===== src/rtl/if_id_buffer.sv =====
// ---------------------------------------------------------------------------
// if_id_buffer
//   Two-entry skid buffer at the IF/ID boundary of the pipelined RV32I core.
//   Fetch pushes {pc, instr} words through a valid/ready handshake. Decode
//   sees the oldest word on d_pc_o/d_instr_o. f_ready_o is computed from
//   registered occupancy only, so there is no combinational path from
//   d_ready_i or flush_i back to fetch. flush_i empties the buffer on a taken
//   branch or jump.
//
// Ports
//   clk_i      clock, rising edge
//   rst_i      asynchronous reset, active low
//   flush_i    discard all buffered words and any concurrent push
//   f_valid_i  fetch presents a word
//   f_ready_o  buffer can accept a word this cycle
//   f_pc_i     PC of the fetched word
//   f_instr_i  fetched instruction
//   d_valid_o  head entry valid for decode
//   d_ready_i  decode consumes the head this cycle
//   d_pc_o     PC of the head entry
//   d_instr_o  instruction of the head entry, NOP_INSTR when empty
//   count_o    occupancy, 0..2
// ---------------------------------------------------------------------------
module if_id_buffer #(
    parameter int          XLEN      = 32,
    parameter logic [31:0] NOP_INSTR = 32'h0000_0013
) (
    input  logic            clk_i,
    input  logic            rst_i,
    input  logic            flush_i,
    input  logic            f_valid_i,
    output logic            f_ready_o,
    input  logic [XLEN-1:0] f_pc_i,
    input  logic [XLEN-1:0] f_instr_i,
    output logic            d_valid_o,
    input  logic            d_ready_i,
    output logic [XLEN-1:0] d_pc_o,
    output logic [XLEN-1:0] d_instr_o,
    output logic [1:0]      count_o
);

    localparam logic [1:0] EMPTY = 2'd0;
    localparam logic [1:0] ONE   = 2'd1;
    localparam logic [1:0] FULL  = 2'd2;

    localparam logic [XLEN-1:0] NOP_W = XLEN'(NOP_INSTR);

    logic [1:0]      count_q, count_d;
    logic [XLEN-1:0] head_pc_q, head_pc_d;
    logic [XLEN-1:0] head_instr_q, head_instr_d;
    logic [XLEN-1:0] tail_pc_q, tail_pc_d;
    logic [XLEN-1:0] tail_instr_q, tail_instr_d;

    logic push, pop;

    // Handshake flags are derived from registered state only.
    assign f_ready_o = (count_q != FULL);
    assign d_valid_o = (count_q != EMPTY);
    assign push      = f_valid_i & f_ready_o;
    assign pop       = d_valid_o & d_ready_i;

    // The head instruction register holds NOP_INSTR whenever the buffer is
    // empty, so d_instr_o comes straight from a flop. That keeps it
    // glitch-free for the immediate generator and the control decoder.
    assign d_pc_o    = head_pc_q;
    assign d_instr_o = head_instr_q;
    assign count_o   = count_q;

    always_comb begin
        count_d      = count_q;
        head_pc_d    = head_pc_q;
        head_instr_d = head_instr_q;
        tail_pc_d    = tail_pc_q;
        tail_instr_d = tail_instr_q;

        if (flush_i) begin
            // Squash everything. Concurrent push and pop have no effect.
            count_d      = EMPTY;
            head_instr_d = NOP_W;
        end else begin
            case (count_q)
                EMPTY: begin
                    if (push) begin
                        count_d      = ONE;
                        head_pc_d    = f_pc_i;
                        head_instr_d = f_instr_i;
                    end
                end
                ONE: begin
                    if (push && pop) begin
                        // The head retires and the new word replaces it.
                        head_pc_d    = f_pc_i;
                        head_instr_d = f_instr_i;
                    end else if (push) begin
                        count_d      = FULL;
                        tail_pc_d    = f_pc_i;
                        tail_instr_d = f_instr_i;
                    end else if (pop) begin
                        count_d      = EMPTY;
                        head_instr_d = NOP_W;
                    end
                end
                FULL: begin
                    // Push is impossible here because f_ready_o is low.
                    if (pop) begin
                        count_d      = ONE;
                        head_pc_d    = tail_pc_q;
                        head_instr_d = tail_instr_q;
                    end
                end
                default: begin
                    count_d      = EMPTY;
                    head_instr_d = NOP_W;
                end
            endcase
        end
    end

    always_ff @(posedge clk_i or negedge rst_i) begin
        if (!rst_i) begin
            count_q      <= EMPTY;
            head_pc_q    <= '0;
            head_instr_q <= NOP_W;
        end else begin
            count_q      <= count_d;
            head_pc_q    <= head_pc_d;
            head_instr_q <= head_instr_d;
        end
    end

    // The second slot is only read when count_q is FULL, so it needs no reset.
    always_ff @(posedge clk_i) begin
        tail_pc_q    <= tail_pc_d;
        tail_instr_q <= tail_instr_d;
    end

endmodule


===== config.mk =====
export PLATFORM = sky130hd
export DESIGN_NAME = if_id_buffer
export DESIGN_NICKNAME = d
export VERILOG_FILES = /design/src/rtl/if_id_buffer.sv
export SDC_FILE = /design/constraint.sdc
export NUM_CORES = 1
export LEC_CHECK = 0
export ABC_AREA = 1
export CAP_MARGIN = 20
export CORE_MARGIN = 2
export CORE_UTILIZATION = 44
export CTS_BUF_LIST = sky130_fd_sc_hd__clkbuf_16
export DETAILED_ROUTE_END_ITERATION = 8
export PLACE_DENSITY = 0.85
export SLEW_MARGIN = 20
export SYNTH_ARGS = -nofsm -noshare
export SYNTH_HDL_FRONTEND = slang
export SYNTH_SLANG_ARGS = --single-unit

===== constraint.sdc =====
create_clock -name clk_i -period 3.75 [get_ports clk_i]
set_input_delay 0.5625 -clock clk_i [delete_from_list [all_inputs] [get_ports clk_i]]
set_output_delay 0.5625 -clock clk_i [all_outputs]
set_load 0.005 [all_outputs]

==> results of run 1 <==
[per-stage QoR]
stage | instance area [um^2] | instances
after CTS | 7584 | 894
after detailed placement | 6918 | 862
after global routing | 7586 | 894
after floorplan | 5440 | 582
after global placement | 6918 | 862
final | 7586 | 894
[critical path: cells and delay by family, from the launching register on]
family                 cells  cell delay, ns
buffers and inverters      3            1.15
flip-flops                 1            0.47
AND/OR/NAND/NOR            1            0.04
[synthesized netlist by cell type (all sizes together)]
cell type  number
nor3            1
inv            10
o21ai           4
nand4           5
nor2            5
nand2         337
buf            24
a21oi          29
edfxtp         64
dfstp           3
nand3          31
clkbuf          6
dfrtp          63
[logic make-up (layout without fill, tap and decap cells)]
logic type             count (synthesis)  after routing  share of synthesized area, %
DFF                                  130            130                         65.78
buffers and inverters                 40            184                         3.521
AOI/OAI and AO/OA                     33             33                         3.106
and+or+nand+nor                      379            379                         27.59
[report_power, final]
part	leakage, nW	switching [mW]	total [mW]	internal [mW]
clock network	0.326	0.608	1.85	1.24
registers	1.42	0.0995	1.78	1.68
logic	1.62	0.360	0.792	0.432
[placed cells by master (no fill, tap or decap), types with 2 or more instances in the layout]
master | synthesis | routed
nand2_1 | 335 | 334
clkdlybuf4s50_1 | 0 | 135
edfxtp_1 | 64 | 64
dfrtp_1 | 63 | 63
nand3_1 | 31 | 31
a21oi_1 | 29 | 29
clkbuf_16 | 0 | 17
inv_1 | 5 | 6
bufinv_16 | 0 | 6
buf_4 | 5 | 6
inv_2 | 5 | 5
nand4_1 | 5 | 5
nor2_4 | 2 | 3
nand2_2 | 2 | 3
o21ai_0 | 3 | 3
clkinv_4 | 0 | 3
dfstp_2 | 3 | 3
nor2_1 | 3 | 2
clkinv_2 | 0 | 2
[per-layer routing]
layer	share of wire, %	vias to the layer above	track usage (%)
li1	-	2137	-
met1	43	2083	26.21
met2	49	200	34.71
met3	6.6	22	5.904
met4	1.7	0	7.791
met5	0	-	0
[final cells by class]
type                            count  area (um^2)  share of cell area [%]
Sequential cell                   130         3577                   47.15
Multi-Input combinational cell    412         1679                   22.13
Timing Repair Buffer              142         1416                   18.67
Clock buffer                       17        425.4                   5.608
Clock inverter                     15        240.2                   3.167
Tap cell                          168        210.2                   2.771
Inverter                           10        37.54                  0.4948
[registers in the layout, indices dropped and copies added (netlist names)]
register	cells
d_pc_o	32
tail_instr_q	32
tail_pc_q	32
d_instr_o	32
count_o	2
[final timing paths]
path                            depth (start not counted)  slack (ns)                  endpoint                     start
worst min-delay path                                    1        0.28    d_pc_o[10]$_DFFE_PN0P_                     rst_i
max in group asynchronous                               1        2.89  d_instr_o[9]$_DFFE_PN0P_                     rst_i
worst min register to register                          2        0.47  d_instr_o[4]$_DFFE_PN1P_  d_instr_o[4]$_DFFE_PN1P_
worst max-delay path                                    4        1.11                 f_ready_o    count_o[1]$_DFFE_PN0P_
min in group clk_i                                      2        0.47  d_instr_o[4]$_DFFE_PN1P_  d_instr_o[4]$_DFFE_PN1P_
worst max register to register                         10        1.39     d_pc_o[8]$_DFFE_PN0P_    count_o[1]$_DFFE_PN0P_
==> flow_summary.ini, run 1 <==
[clock_tree]
cts_tree = built
htreeDepth = 4
insertion_delay_ns = 0.42
path_clk_slew_ns = 0.06
root_buffer = clkbuf_16
holdBufCountCts = 0
clock_path_buffers = 2
clkSinkCount = 130
post_cts_buffers = 0
post_cts_resize_count = 0
cts_buffers = 17

[timing]
finalHoldViolations = 0
setup_ws_ns = 1.109
finClkSkew_ns = 0.01218
relSlewSlack_pct = 33.51
setup_viol = 0
finalCritPeriodShare_pct = 70.43
holdWs_ns = 0.2777
slew_viol_final = 0
fmax_mhz = 378.6
fin_crit_ns = 2.641
fin_tns_setup_ns = 0
tightest_slew_ns = 0.9949
grt_setup_unrepaired = no

[worst_setup_path]
path_cells = inv_2 > nor2_4 > inv_2 > clkdlybuf4s50_1
crit_fanout = 33
cpPeakStageDelay_ns = 0.62
worstPathArrival_ns = 2.08
worst_setup_path_end_kind = primary output
path_class = reg2out
start_kind = flip-flop
cp.required_ns = 3.19
cp_common_cell = inv_2
worst_path_max_delay_cell = clkdlybuf4s50_1

[floorplanning]
die_y_um = 115.2
core_area_um2 = 12060
ios = 137
initial_core_util_pct = 45.08
dieArea_um2 = 13260
num_rows = 40
die_w_um = 115.2

[global_routing]
grt_pass1_wl_um = 21340
grt_pass1_vias = 4386
groute.usage.overall_pct = 20.90
grt-ovfl-total = 0
grt_max_degree = 67
antenna_found_initial = 0

[detailed_routing]
drt-pass1-iter-count = 5
drcViolationCount = 0
ant_nets = 0
drt-total-wl_um = 13210
viasPerCell = 4.969
vias = 4442
wl_per_cell_um = 14.78
drtIter0Drc = 375

[layout]
layout.nets = 782
final_util_pct = 62.89
layout-drive-gt1-share_pct = 7.300
n_fill_cell = 940
area_delta_synth_final_pct = 39.51
antenna_cells = 0

[synthesis]
syn_area_per_cell_um2 = 9.343
ys_top_cells_by_area = edfxtp_1, dfrtp_1, nand2_1, nand3_1, a21oi_1
yosys.area.top_type_share_pct = 35.34
syn_inst = 582
yosysSeqAreaShare_pct = 65.78
ys_seq_elements = 130
synth_area_um2 = 5438
yosys.area.top_type = edfxtp_1
synth_fp_nets = 651
synth_warnings = 0
synth_cell_types = 19

[power]
p_per_area_nw_per_um2 = 583.1
power_leakage_nw = 3.366
power.total_mw = 4.424
ir_drop_mv = 0.2622

[place]
place_ws_ns = 0.9083
gp_congestion = 0.7900
dp_hpwl_um = 8572
io_buffers = 136

[outcome]
status = completed

[worst_hold_path]
hp-class = in2async

[run]
drv_cap = 0
Note: power is estimated with default switching activity, not from simulation.
==> run 2, diff against run 1 <==
--- a/config.mk
+++ b/config.mk
@@ -8,10 +8,10 @@
 export ABC_AREA = 1
 export CAP_MARGIN = 20
 export CORE_MARGIN = 2
-export CORE_UTILIZATION = 44
+export CORE_UTILIZATION = 48
 export CTS_BUF_LIST = sky130_fd_sc_hd__clkbuf_16
 export DETAILED_ROUTE_END_ITERATION = 8
-export PLACE_DENSITY = 0.85
+export PLACE_DENSITY = 0.87
 export SLEW_MARGIN = 20
 export SYNTH_ARGS = -nofsm -noshare
 export SYNTH_HDL_FRONTEND = slang
==> constraint.sdc (replaced) <==
create_clock -name clk_i -period 2.5 [get_ports clk_i]
set_input_delay 0.375 -clock clk_i [delete_from_list [all_inputs] [get_ports clk_i]]
set_output_delay 0.375 -clock clk_i [all_outputs]
set_load 0.005 [all_outputs]
==> run 2 against run 1 <==
  * First-iteration DRC count shrank 18%
  * Global-route usage rose by 1.2 points
  * Die area down 8.1%
  * Count of clock-buffer cells in the layout increased by 1
  * Power rose by 47%
  * Largest power group is now sequential cells
==> flow_summary.ini, run 2 (synthesis gave the netlist of run 1 again) <==
[floorplanning]
dieArea_um2 = 12200
core_area_um2 = 10940
die_w_um = 110.4
ios = 137
num_rows = 38
initial_core_util_pct = 49.73
die_y_um = 110.4

[layout]
final_util_pct = 69.32
antenna_cells = 0
layout-drive-gt1-share_pct = 7.766
final_common_cell = nand2_1
area_delta_synth_final_pct = 39.42
n_fill_cell = 824
layout.nets = 790
mostFrequentLayoutCells = nand2_1, clkdlybuf4s50_1, edfxtp_1, dfrtp_1, nand3_1

[outcome]
status = completed

[worst_setup_path]
rr_startpoint = count_o[1]$_DFFE_PN0P_
cp_common_cell = inv_2
r2r_end = d_instr_o[22]$_DFFE_PN0P_
worstPathArrival_ns = 1.86
worst_setup_path_end_kind = primary output
worstRegToRegCells = 7
crit_fanout = 18
worst_path_max_delay_cell = clkdlybuf4s50_1
path_cells = inv_2 > nor2_4 > inv_2 > clkdlybuf4s50_1
cpPeakStageDelay_ns = 0.53
path_class = reg2out
start_kind = flip-flop
cp.required_ns = 2.12
r2r_slack_ns = 0.55

[timing]
finalCritPeriodShare_pct = 89.49
relSlewSlack_pct = 53.52
setup_viol = 0
finalHoldViolations = 0
fin_crit_ns = 2.237
fmax_mhz = 447.0
grt_setup_unrepaired = no
tightest_slew_ns = 0.6972
finClkSkew_ns = 0.01020
slew_viol_final = 0
fin_tns_setup_ns = 0

[clock_tree]
post_cts_buffers = 0
clock_path_buffers = 2
cts_tree = built
holdBufCountCts = 0
post_cts_resize_count = 0
htreeDepth = 4
insertion_delay_ns = 0.40
root_buffer = clkbuf_16
path_clk_slew_ns = 0.06
clkSinkCount = 130
cts_buffers = 17

[power]
p_per_area_nw_per_um2 = 859.8
ir_drop_mv = 0.4483
power_leakage_nw = 3.404

[detailed_routing]
route.met3.wl_um = 1015
vias = 4396
ant_nets = 0
wl_per_cell_um = 14.91
met1_length_um = 5474
wl_met2_um = 6280
drtIter0Drc = 309
top_layer = met4
viasPerCell = 5.030
drcViolationCount = 0
drt-total-wl_um = 13030
drt-pass1-iter-count = 7

[global_routing]
grt_pass1_wl_um = 21630
antenna_found_initial = 0
groute.usage.overall_pct = 22.09
grt_max_degree = 62
grt_pass1_vias = 4493
grt-ovfl-total = 0

[place]
dp_hpwl_um = 8970
io_buffers = 136
gp_congestion = 0.8265

[worst_hold_path]
hp-class = in2async

[run]
drv_cap = 0
## run 2: cell types whose count changed in the layout (fill, tap and decap cells not counted)
cell,before,now
inv_1,6,7
buf_4,6,13
buf_2,0,1
nand2_1,334,335
clkinv_1,1,3
nand2_2,3,2
clkbuf_16,17,18
inv_6,1,0
clkinv_4,3,0
clkinvlp_4,1,0
inv_4,0,1
clkinv_2,2,3
bufinv_16,6,5
## run 2: layout make-up
class                      instances  area [um^2]  share of cell area (%)
sequential                       130         3577                   47.19
multi-input combinational        412         1677                   22.12
timing repair buffer             150         1474                   19.44
clock buffer                      18        450.4                   5.942
clock inverter                    14        190.2                   2.509
tap                              140        175.2                   2.311
inverter                          10        37.54                  0.4951
## run 2: worst max-delay path, delay by kind of cell (launching register included)
kind | cells | cell delay (ns)
buffers and inverters | 3 | 0.92
DFF | 1 | 0.47
and+or+nand+nor | 1 | 0.06
## run 2: per-stage QoR
step | worst slack (ns) | cell area, um^2 | power, mW | cells | hold slack (ns)
global placement | 0.5224 | 6940 | 3.857 | 842 | 0.4429
global route | 0.1683 | 7581 | 6.826 | 874 | 0.06595
CTS | 0.2423 | 7581 | 6.574 | 874 | 0.02507
floorplan | 0.2905 | 5445 | 3.143 | 582 | 0.07941
finish | 0.2627 | 7581 | 6.518 | 874 | 0.02024
detailed placement | 0.4281 | 6940 | 3.907 | 842 | 0.4564
## run 2: worst max-delay path by stage
stage	start	endpoint	slack [ns]	depth (start not counted)
floorplan	count_o[0]$_DFFE_PN0P_	tail_instr_q[0]$_DFFE_PP_	0.29	4
global placement	d_ready_i	d_pc_o[28]$_DFFE_PN0P_	0.52	8
detailed placement	d_ready_i	d_instr_o[0]$_DFFE_PN1P_	0.43	9
CTS	count_o[1]$_DFFE_PN0P_	f_ready_o	0.24	4
global route	count_o[1]$_DFFE_PN0P_	f_ready_o	0.17	4
finish	count_o[1]$_DFFE_PN0P_	f_ready_o	0.26	4
## run 2: per-layer routing
| layer | up-vias | global-route usage, % |
|---|---|---|
| li1 | 2150 | - |
| met1 | 2042 | 27.06 |
| met2 | 180 | 36.16 |
| met3 | 24 | 7.574 |
| met4 | 0 | 8.667 |
| met5 | - | 0 |
## run 2: power by group
group / switching, mW / total [mW] / internal (mW)
sequential: 0.147 / 2.67 / 2.52
combinational: 0.538 / 1.20 / 0.660
clock: 0.849 / 2.65 / 1.80
==> run 3, diff against run 2 <==
==> constraint.sdc (replaced) <==
create_clock -name clk_i -period 2.35 [get_ports clk_i]
set_input_delay 0.3525 -clock clk_i [delete_from_list [all_inputs] [get_ports clk_i]]
set_output_delay 0.3525 -clock clk_i [all_outputs]
set_load 0.005 [all_outputs]
==> run 3 against run 2 <==
  * Via count up 2.3%
  * Clock skew about the same
  * Worst setup slack worse by 0.16 ns
  * Largest cell class unchanged
==> flow_summary.ini, run 3 (synthesis gave the netlist of run 1 again) <==
[run]
drv_cap = 0

[timing]
finalCritPeriodShare_pct = 95.67
relSlewSlack_pct = 59.28
slew_viol_final = 0
tightest_slew_ns = 0.6108
finalHoldViolations = 0
fmax_mhz = 444.8
fin_crit_ns = 2.248
fin_tns_setup_ns = 0
setup_ws_ns = 0.1018
grt_setup_unrepaired = no
finClkSkew_ns = 0.009701
setup_viol = 0

[place]
place_ws_ns = 0.3173
gp_congestion = 0.8305
placed_cells = 841
dp_hpwl_um = 8913
io_buffers = 136

[global_routing]
grt_max_degree = 67
grt-ovfl-total = 0
groute.usage.overall_pct = 22.56
met1_usage_pct = 27.66
grt_pass1_wl_um = 22180
antenna_found_initial = 0
busiest_layer = met2
grt_pass1_vias = 4614
grt_use_met2_pct = 37.96
met3_usage_pct = 6.970

[detailed_routing]
viasPerCell = 5.146
vias = 4498
drtIter0Drc = 269
drt-pass1-iter-count = 5
drt-total-wl_um = 13380
drcViolationCount = 0
wl_per_cell_um = 15.30
ant_nets = 0

[layout]
final_cells = 874
multi_input_area_um2 = 1677
antenna_cells = 0
area_delta_synth_final_pct = 39.25
n_fill_cell = 810
layout.nets = 790
layout-drive-gt1-share_pct = 7.902
area.sequential_um2 = 3577
mostFrequentLayoutCells = nand2_1, clkdlybuf4s50_1, edfxtp_1, dfrtp_1, nand3_1
final_common_cell = nand2_1

[worst_setup_path]
cp_common_cell = inv_2
cpPeakStageDelay_ns = 0.56
startpoint = count_o[1]$_DFFE_PN0P_
worst_path_max_delay_cell = clkdlybuf4s50_1
worstPathArrival_ns = 1.90
worst_setup_path_end_kind = primary output
path_class = reg2out
crit_fanout = 18
path_cells = inv_2 > nor2_4 > inv_2 > clkdlybuf4s50_1
rr_startpoint = count_o[1]$_DFFE_PN0P_
start_kind = flip-flop
cp.required_ns = 2.00

[clock_tree]
post_cts_resize_count = 0
insertion_delay_ns = 0.41
root_buffer = clkbuf_16
clkSinkCount = 130
post_cts_buffers = 0
path_clk_slew_ns = 0.06
htreeDepth = 4
cts_buffers = 17
cts_tree = built
clock_path_buffers = 2

[power]
power.total_mw = 6.737
ir_drop_mv = 0.5266
power_leakage_nw = 3.361
p_per_area_nw_per_um2 = 889.7

[floorplanning]
core_area_um2 = 10940
num_rows = 38
initial_core_util_pct = 49.73
die_w_um = 110.4
die_y_um = 110.4
ios = 137
dieArea_um2 = 12200

[worst_hold_path]
hp-class = reg2reg
hp-start = d_pc_o[22]$_DFFE_PN0P_

[outcome]
status = completed
[run 3: final timing paths]
kind	end	cells after the start	slack, ns
setup / recovery	f_ready_o	4	0.10
hold / removal	d_pc_o[22]$_DFFE_PN0P_	2	0.47
setup reg to reg	d_instr_o[21]$_DFFE_PN0P_	7	0.41
hold reg to reg	d_pc_o[22]$_DFFE_PN0P_	2	0.47
max in group asynchronous	d_instr_o[0]$_DFFE_PN1P_	3	1.50
min in group asynchronous	d_pc_o[6]$_DFFE_PN0P_	3	0.52
[run 3: metal layers]
| metal | vias to the layer above | wire length (um) |
|---|---|---|
| met4 | 0 | 236 |
| met2 | 188 | 6608 |
| li1 | 2154 | - |
| met3 | 25 | 1076 |
| met1 | 2131 | 5453 |
| met5 | - | 0 |
[run 3: final cells by class]
type | instances | area share (%)
flip-flops and latches | 130 | 47.24
multi-input cells | 412 | 22.14
repair buffers | 150 | 19.99
clock buffers | 17 | 5.618
well taps | 140 | 2.313
clock inverters | 15 | 2.198
inverters | 10 | 0.4957
[run 3: where the power goes]
part	internal (mW)	leakage, nW	total (mW)	switching, mW
combinational	0.711	1.67	1.30	0.588
sequential	2.68	1.42	2.83	0.154
clock	1.65	0.274	2.60	0.949
total	5.05	3.36	6.74	1.69
[run 3: stage by stage]
stage	instance area [um^2]	utilization (%)	hold WS, ns
floorplan	5445	-	0.05691
global placement	6970	63.74	0.3893
CTS	7572	69.24	0.4728
detailed placement	6970	63.74	0.4014
global route	7572	69.24	0.4853
finish	7572	69.24	0.4701
[run 3: critical path, delay by kind of cell (launching register included)]
family        cells  cell delay [ns]
flops             1             0.47
simple gates      1             0.05
buf+inv           3             0.96
[run 3: what timing repair did]
action | 4_1_cts | 5_1_grt
setup endpoints to repair | 0 | 0
hold endpoints to repair | 63 | 0
hold buffers | 1 | 0
